`src/rtl/serial_shift_tx.sv`:
```
// serial_shift_tx: parallel-in / serial-out transmitter with a registered
// complementary serial line (s / s_n). A word is taken through a valid/ready
// handshake and shifted out one bit per clock, back-to-back frames allowed.
// Optional feature macro: PARITY_EN appends one even-parity bit per frame.
module serial_shift_tx #(
    parameter int WIDTH      = 8,
    parameter bit MSB_FIRST  = 1'b0,
    parameter bit IDLE_LEVEL = 1'b0
) (
    input  logic             clk,
    input  logic             reset,
    input  logic [WIDTH-1:0] data,
    input  logic             load_valid,
    output logic             load_ready,
    output logic             s,
    output logic             s_n,
    output logic             busy,
    output logic             first,
    output logic             last
);

`ifdef PARITY_EN
    localparam int N = WIDTH + 1;
    typedef enum logic [1:0] {IDLE = 2'd0, SHIFT = 2'd1, PARITY = 2'd2} state_t;
`else
    localparam int N = WIDTH;
    typedef enum logic [1:0] {IDLE = 2'd0, SHIFT = 2'd1} state_t;
`endif

    localparam int CW = $clog2(WIDTH + 1);
    localparam logic [CW-1:0] LAST_CNT  = CW'(N - 1);
    localparam logic [CW-1:0] DATA_LAST = CW'(WIDTH - 1);

    state_t           state, state_nxt;
    logic [WIDTH-1:0] sreg, sreg_nxt;
    logic [CW-1:0]    cnt, cnt_nxt;
    logic             s_q, sn_q;
    logic             bit_nxt;
    logic             accept;
`ifdef PARITY_EN
    logic             par_q;
`endif

    // Bit that leaves the word first, in the configured order.
    function automatic logic head_bit(input logic [WIDTH-1:0] w);
        return MSB_FIRST ? w[WIDTH-1] : w[0];
    endfunction

    // Word with the head bit consumed, zero filled from the far end.
    function automatic logic [WIDTH-1:0] drop_head(input logic [WIDTH-1:0] w);
        if (MSB_FIRST) return {w[WIDTH-2:0], 1'b0};
        else           return {1'b0, w[WIDTH-1:1]};
    endfunction

    assign busy       = (state != IDLE);
    assign first      = busy && (cnt == '0);
    assign last       = busy && (cnt == LAST_CNT);
    assign load_ready = (state == IDLE) || last;
    assign accept     = load_valid && load_ready;
    assign s          = s_q;
    assign s_n        = sn_q;

    // State register; an asserted reset aborts any frame immediately.
    always_ff @(posedge clk or negedge reset) begin
        if (!reset) state <= IDLE;
        else        state <= state_nxt;
    end

    // Next-state: a load is only taken when idle or on the final bit of a frame.
    always_comb begin
        state_nxt = state;
        case (state)
            IDLE:  if (accept) state_nxt = SHIFT;
            SHIFT: begin
                if (cnt == DATA_LAST) begin
`ifdef PARITY_EN
                    state_nxt = PARITY;
`else
                    state_nxt = accept ? SHIFT : IDLE;
`endif
                end
            end
`ifdef PARITY_EN
            PARITY: state_nxt = accept ? SHIFT : IDLE;
`endif
            default: state_nxt = IDLE;
        endcase
    end

    // Next bit, remaining word and bit position for the coming cycle.
    always_comb begin
        bit_nxt  = IDLE_LEVEL;
        sreg_nxt = sreg;
        cnt_nxt  = '0;
        if (accept) begin
            bit_nxt  = head_bit(data);
            sreg_nxt = drop_head(data);
        end else if (state_nxt == SHIFT) begin
            bit_nxt  = head_bit(sreg);
            sreg_nxt = drop_head(sreg);
            cnt_nxt  = cnt + CW'(1);
`ifdef PARITY_EN
        end else if (state_nxt == PARITY) begin
            bit_nxt  = par_q;
            cnt_nxt  = cnt + CW'(1);
`endif
        end
    end

    // Datapath registers: serial line pair, remaining word, bit counter.
    always_ff @(posedge clk or negedge reset) begin
        if (!reset) begin
            sreg <= '0;
            cnt  <= '0;
            s_q  <= IDLE_LEVEL;
            sn_q <= ~IDLE_LEVEL;
        end else begin
            sreg <= sreg_nxt;
            cnt  <= cnt_nxt;
            s_q  <= bit_nxt;
            sn_q <= ~bit_nxt;
        end
    end

`ifdef PARITY_EN
    // Even parity of the accepted word, sent after its last data bit.
    always_ff @(posedge clk or negedge reset) begin
        if (!reset)      par_q <= 1'b0;
        else if (accept) par_q <= ^data;
    end
`endif

endmodule
```
`config.mk`:
```
export PLATFORM = sky130hd
export DESIGN_NAME = serial_shift_tx
export DESIGN_NICKNAME = d
export VERILOG_FILES = /design/src/rtl/serial_shift_tx.sv
export SDC_FILE = /design/constraint.sdc
export NUM_CORES = 1
export LEC_CHECK = 0
export ABC_AREA = 1
export CELL_PAD_IN_SITES_DETAIL_PLACEMENT = 1
export CELL_PAD_IN_SITES_GLOBAL_PLACEMENT = 2
export CORE_UTILIZATION = 30
export CTS_CLUSTER_SIZE = 28
export DETAILED_ROUTE_END_ITERATION = 10
export GPL_TIMING_DRIVEN = 0
export PLACE_DENSITY_LB_ADDON = 0.1
export RECOVER_POWER = 25
export SLEW_MARGIN = 25
export SYNTH_ARGS = -nofsm -noshare
export SYNTH_HDL_FRONTEND = slang
export SYNTH_SLANG_ARGS = --single-unit
```
`constraint.sdc`:
```
create_clock -name clk -period 3 [get_ports clk]
set_input_delay 0.6 -clock clk [delete_from_list [all_inputs] [get_ports clk]]
set_output_delay 0.6 -clock clk [all_outputs]
set_load 0.05 [all_outputs]
```
==> flow_summary.json <==
{
  "regToRegSetupSlack_ns": 1.42,
  "remaining_drc_errors": 0,
  "status": "complete, no violations",
  "avgSynthCellArea_sq_um": 9.37,
  "cp_data_required_time_ns": 2.40,
  "drive_gt1_frac": 0.133,
  "startpoint_type": "register",
  "fin_tns_setup_ns": 0,
  "fin_nets": 112,
  "netlist_area_sq_um": 731,
  "grt_pass1_vias": 548,
  "hp-class": "register to register",
  "antenna_found_initial": 0,
  "critPathCaptureType": "primary output",
  "ir_worst_vdd_mv": 0.253,
  "synth_top_flop_cell": "dfrtp_1",
  "antennaDiodeCount": 0,
  "post-cts-setup-buffer-count": 0,
  "track_usage": 0.130,
  "initial_core_util": 0.324,
  "cts_tree": "built",
  "cts_buffer_depth": 2,
  "die-width_um": 51.4,
  "die_area_sq_um": 2640,
  "syn_nets": 91,
  "r2r-start": "cnt[0]",
  "rsz0062_at_grt": "false",
  "wl_per_cell_um": 11.9,
  "p_total_mw": 0.461,
  "slowest_delay_ns": 0.81,
  "critical_path.cell_chain": "ha_1 > nand3_1 > nor2_1 > clkdlybuf4s50_1",
  "drtIter0Drc": 7,
  "portBuffers": 16,
  "core-area_sq_um": 2250,
  "r2r_cells": 6,
  "tightestPinTransition_ns": 0.694,
  "dp_hpwl_um": 1120,
  "grt_pass1_wl_um": 2450,
  "insertion_delay_ns": 0.28,
  "clockRootBuffer": "clkbuf_4",
  "synth_commonest_cells": "nand3_1, dfrtp_1, inv_1, nand2_1, nor2_1",
  "finalHoldViolations": 0,
  "period_share": 0.897,
  "cts_buffers": 3,
  "synth-edff-count": 0,
  "finalSetupViolations": 0,
  "pre_cts_ws_ns": 0.684,
  "num_io_pins": 17,
  "nFillCells": 278,
  "post_synth_num_cell_types": 20,
  "ys_seq_area_frac": 0.515,
  "whs_path_depth": 1,
  "setup_slack_ns": 0.308,
  "clkTransAtPathRegs_ns": 0.09,
  "die_h_um": 51.4,
  "critical-path-top-delay-family": "buffers and inverters",
  "post_cts_resized": 0,
  "crit_arrival_ns": 2.09,
  "slew_violations": 0,
  "synth_area_leader_cell": "dfrtp_1",
  "drt.antenna.violating_nets": 0,
  "finalWeightedCongestion": 0.679,
  "cp_slowest_cell": "clkdlybuf4s50_1",
  "power_density_nw_per_um2": 492,
  "grt_start_max_net_pins": 16,
  "synth.area.top_cells": "dfrtp_1, nand3_1, inv_1",
  "fin_crit_ns": 2.69,
  "htreeDepth": 1,
  "path_class": "register to primary output",
  "viasPerCell": 4.44,
  "whs_ns": 0.510,
  "cts.sinks": 15,
  "cp_max_fo": 4,
  "ys_async_sr_fraction": 1.00,
  "min_to": "cnt[0]",
  "min_from": "cnt[0]",
  "synth-seq-cells": 15,
  "via_count": 560,
  "routed_wl_um": 1490,
  "row_count": 17,
  "syn_inst": 78,
  "cts_hold_buf": 0,
  "synth_top_area_frac": 0.479,
  "grt-ovfl-total": 0,
  "max_cap_violations": 0,
  "critPathBufInv": 1,
  "synth_most_common_cell": "nand3_1",
  "slew_headroom": 0.536,
  "ys_warn_count": 0,
  "fin_worst_skew_ns": 0.00416,
  "area_growth_pct": 28.3,
  "cellLeakagePower_nw": 0.444,
  "firstDrtPassIters": 4,
  "fmax_mhz": 371,
  "rr_endpoint": "sreg[3]"
}
metal layers:
| layer | track usage | share of wire | vias up |
|---|---|---|---|
| li1 | - | - | 287 |
| met1 | 0.163 | 0.47 | 263 |
| met2 | 0.217 | 0.50 | 10 |
| met3 | 0.0268 | 0.035 | 0 |
| met4 | 0.0541 | 0 | 0 |
| met5 | 0 | 0 | - |
sequential cells by signal, indices dropped and copies added, names as in the netlist:
| signal | count |
|---|---|
| s | 1 |
| state | 2 |
| cnt | 4 |
| sreg | 7 |
| s_n | 1 |
cell usage in the layout (no fill, tap or decap), types with 2 or more instances in the layout:
| cell type | netlist | final |
|---|---|---|
| nor2_2 | 2 | 2 |
| inv_2 | 2 | 2 |
| clkbuf_4 | 0 | 3 |
| dfrtp_1 | 14 | 14 |
| nor2_1 | 5 | 5 |
| ha_1 | 2 | 2 |
| inv_1 | 11 | 11 |
| nand2_1 | 8 | 9 |
| nand2_4 | 2 | 2 |
| nand3_1 | 20 | 21 |
| clkdlybuf4s50_1 | 0 | 15 |
cell families after synthesis:
logic type,after synthesis,synth area share
fa+ha+maj,2,0.0342
buf+inv,14,0.0822
other cells,1,0.00513
xor+xnor,2,0.0240
simple gates,42,0.308
compound gates,2,0.0308
flops,15,0.515
where the power goes:
part	total, mW	internal (mW)	switching [mW]
registers	0.240	0.227	0.0129
clock network	0.115	0.0516	0.0635
logic	0.106	0.0426	0.0633
total	0.461	0.321	0.140
cell type report:
type	instances	area, sq um	area share
flip-flops and latches	15	377	0.402
clock buffers	4	26.3	0.0280
plain buffers	1	11.3	0.0120
inverters	13	48.8	0.0521
multi-input cells	49	279	0.298
well taps	28	35.0	0.0374
repair buffers	16	160	0.171
metrics by stage:
step                      area, sq um   util  std cells
after floorplan                   731      -         78
after global placement            926  0.411        122
after detailed placement          926  0.411        122
after CTS                         952  0.422        126
after global routing              937  0.416        126
final                             937  0.416        126
worst max-delay path by stage:
stage | startpoint | to | cells after the start
final | cnt[0] | last | 4
after CTS | cnt[0] | first | 5
after global routing | cnt[0] | last | 4
after global placement | cnt[0] | first | 5
after detailed placement | cnt[0] | first | 5
after floorplan | cnt[0] | first | 4
Power figures use the tool's default switching activity.
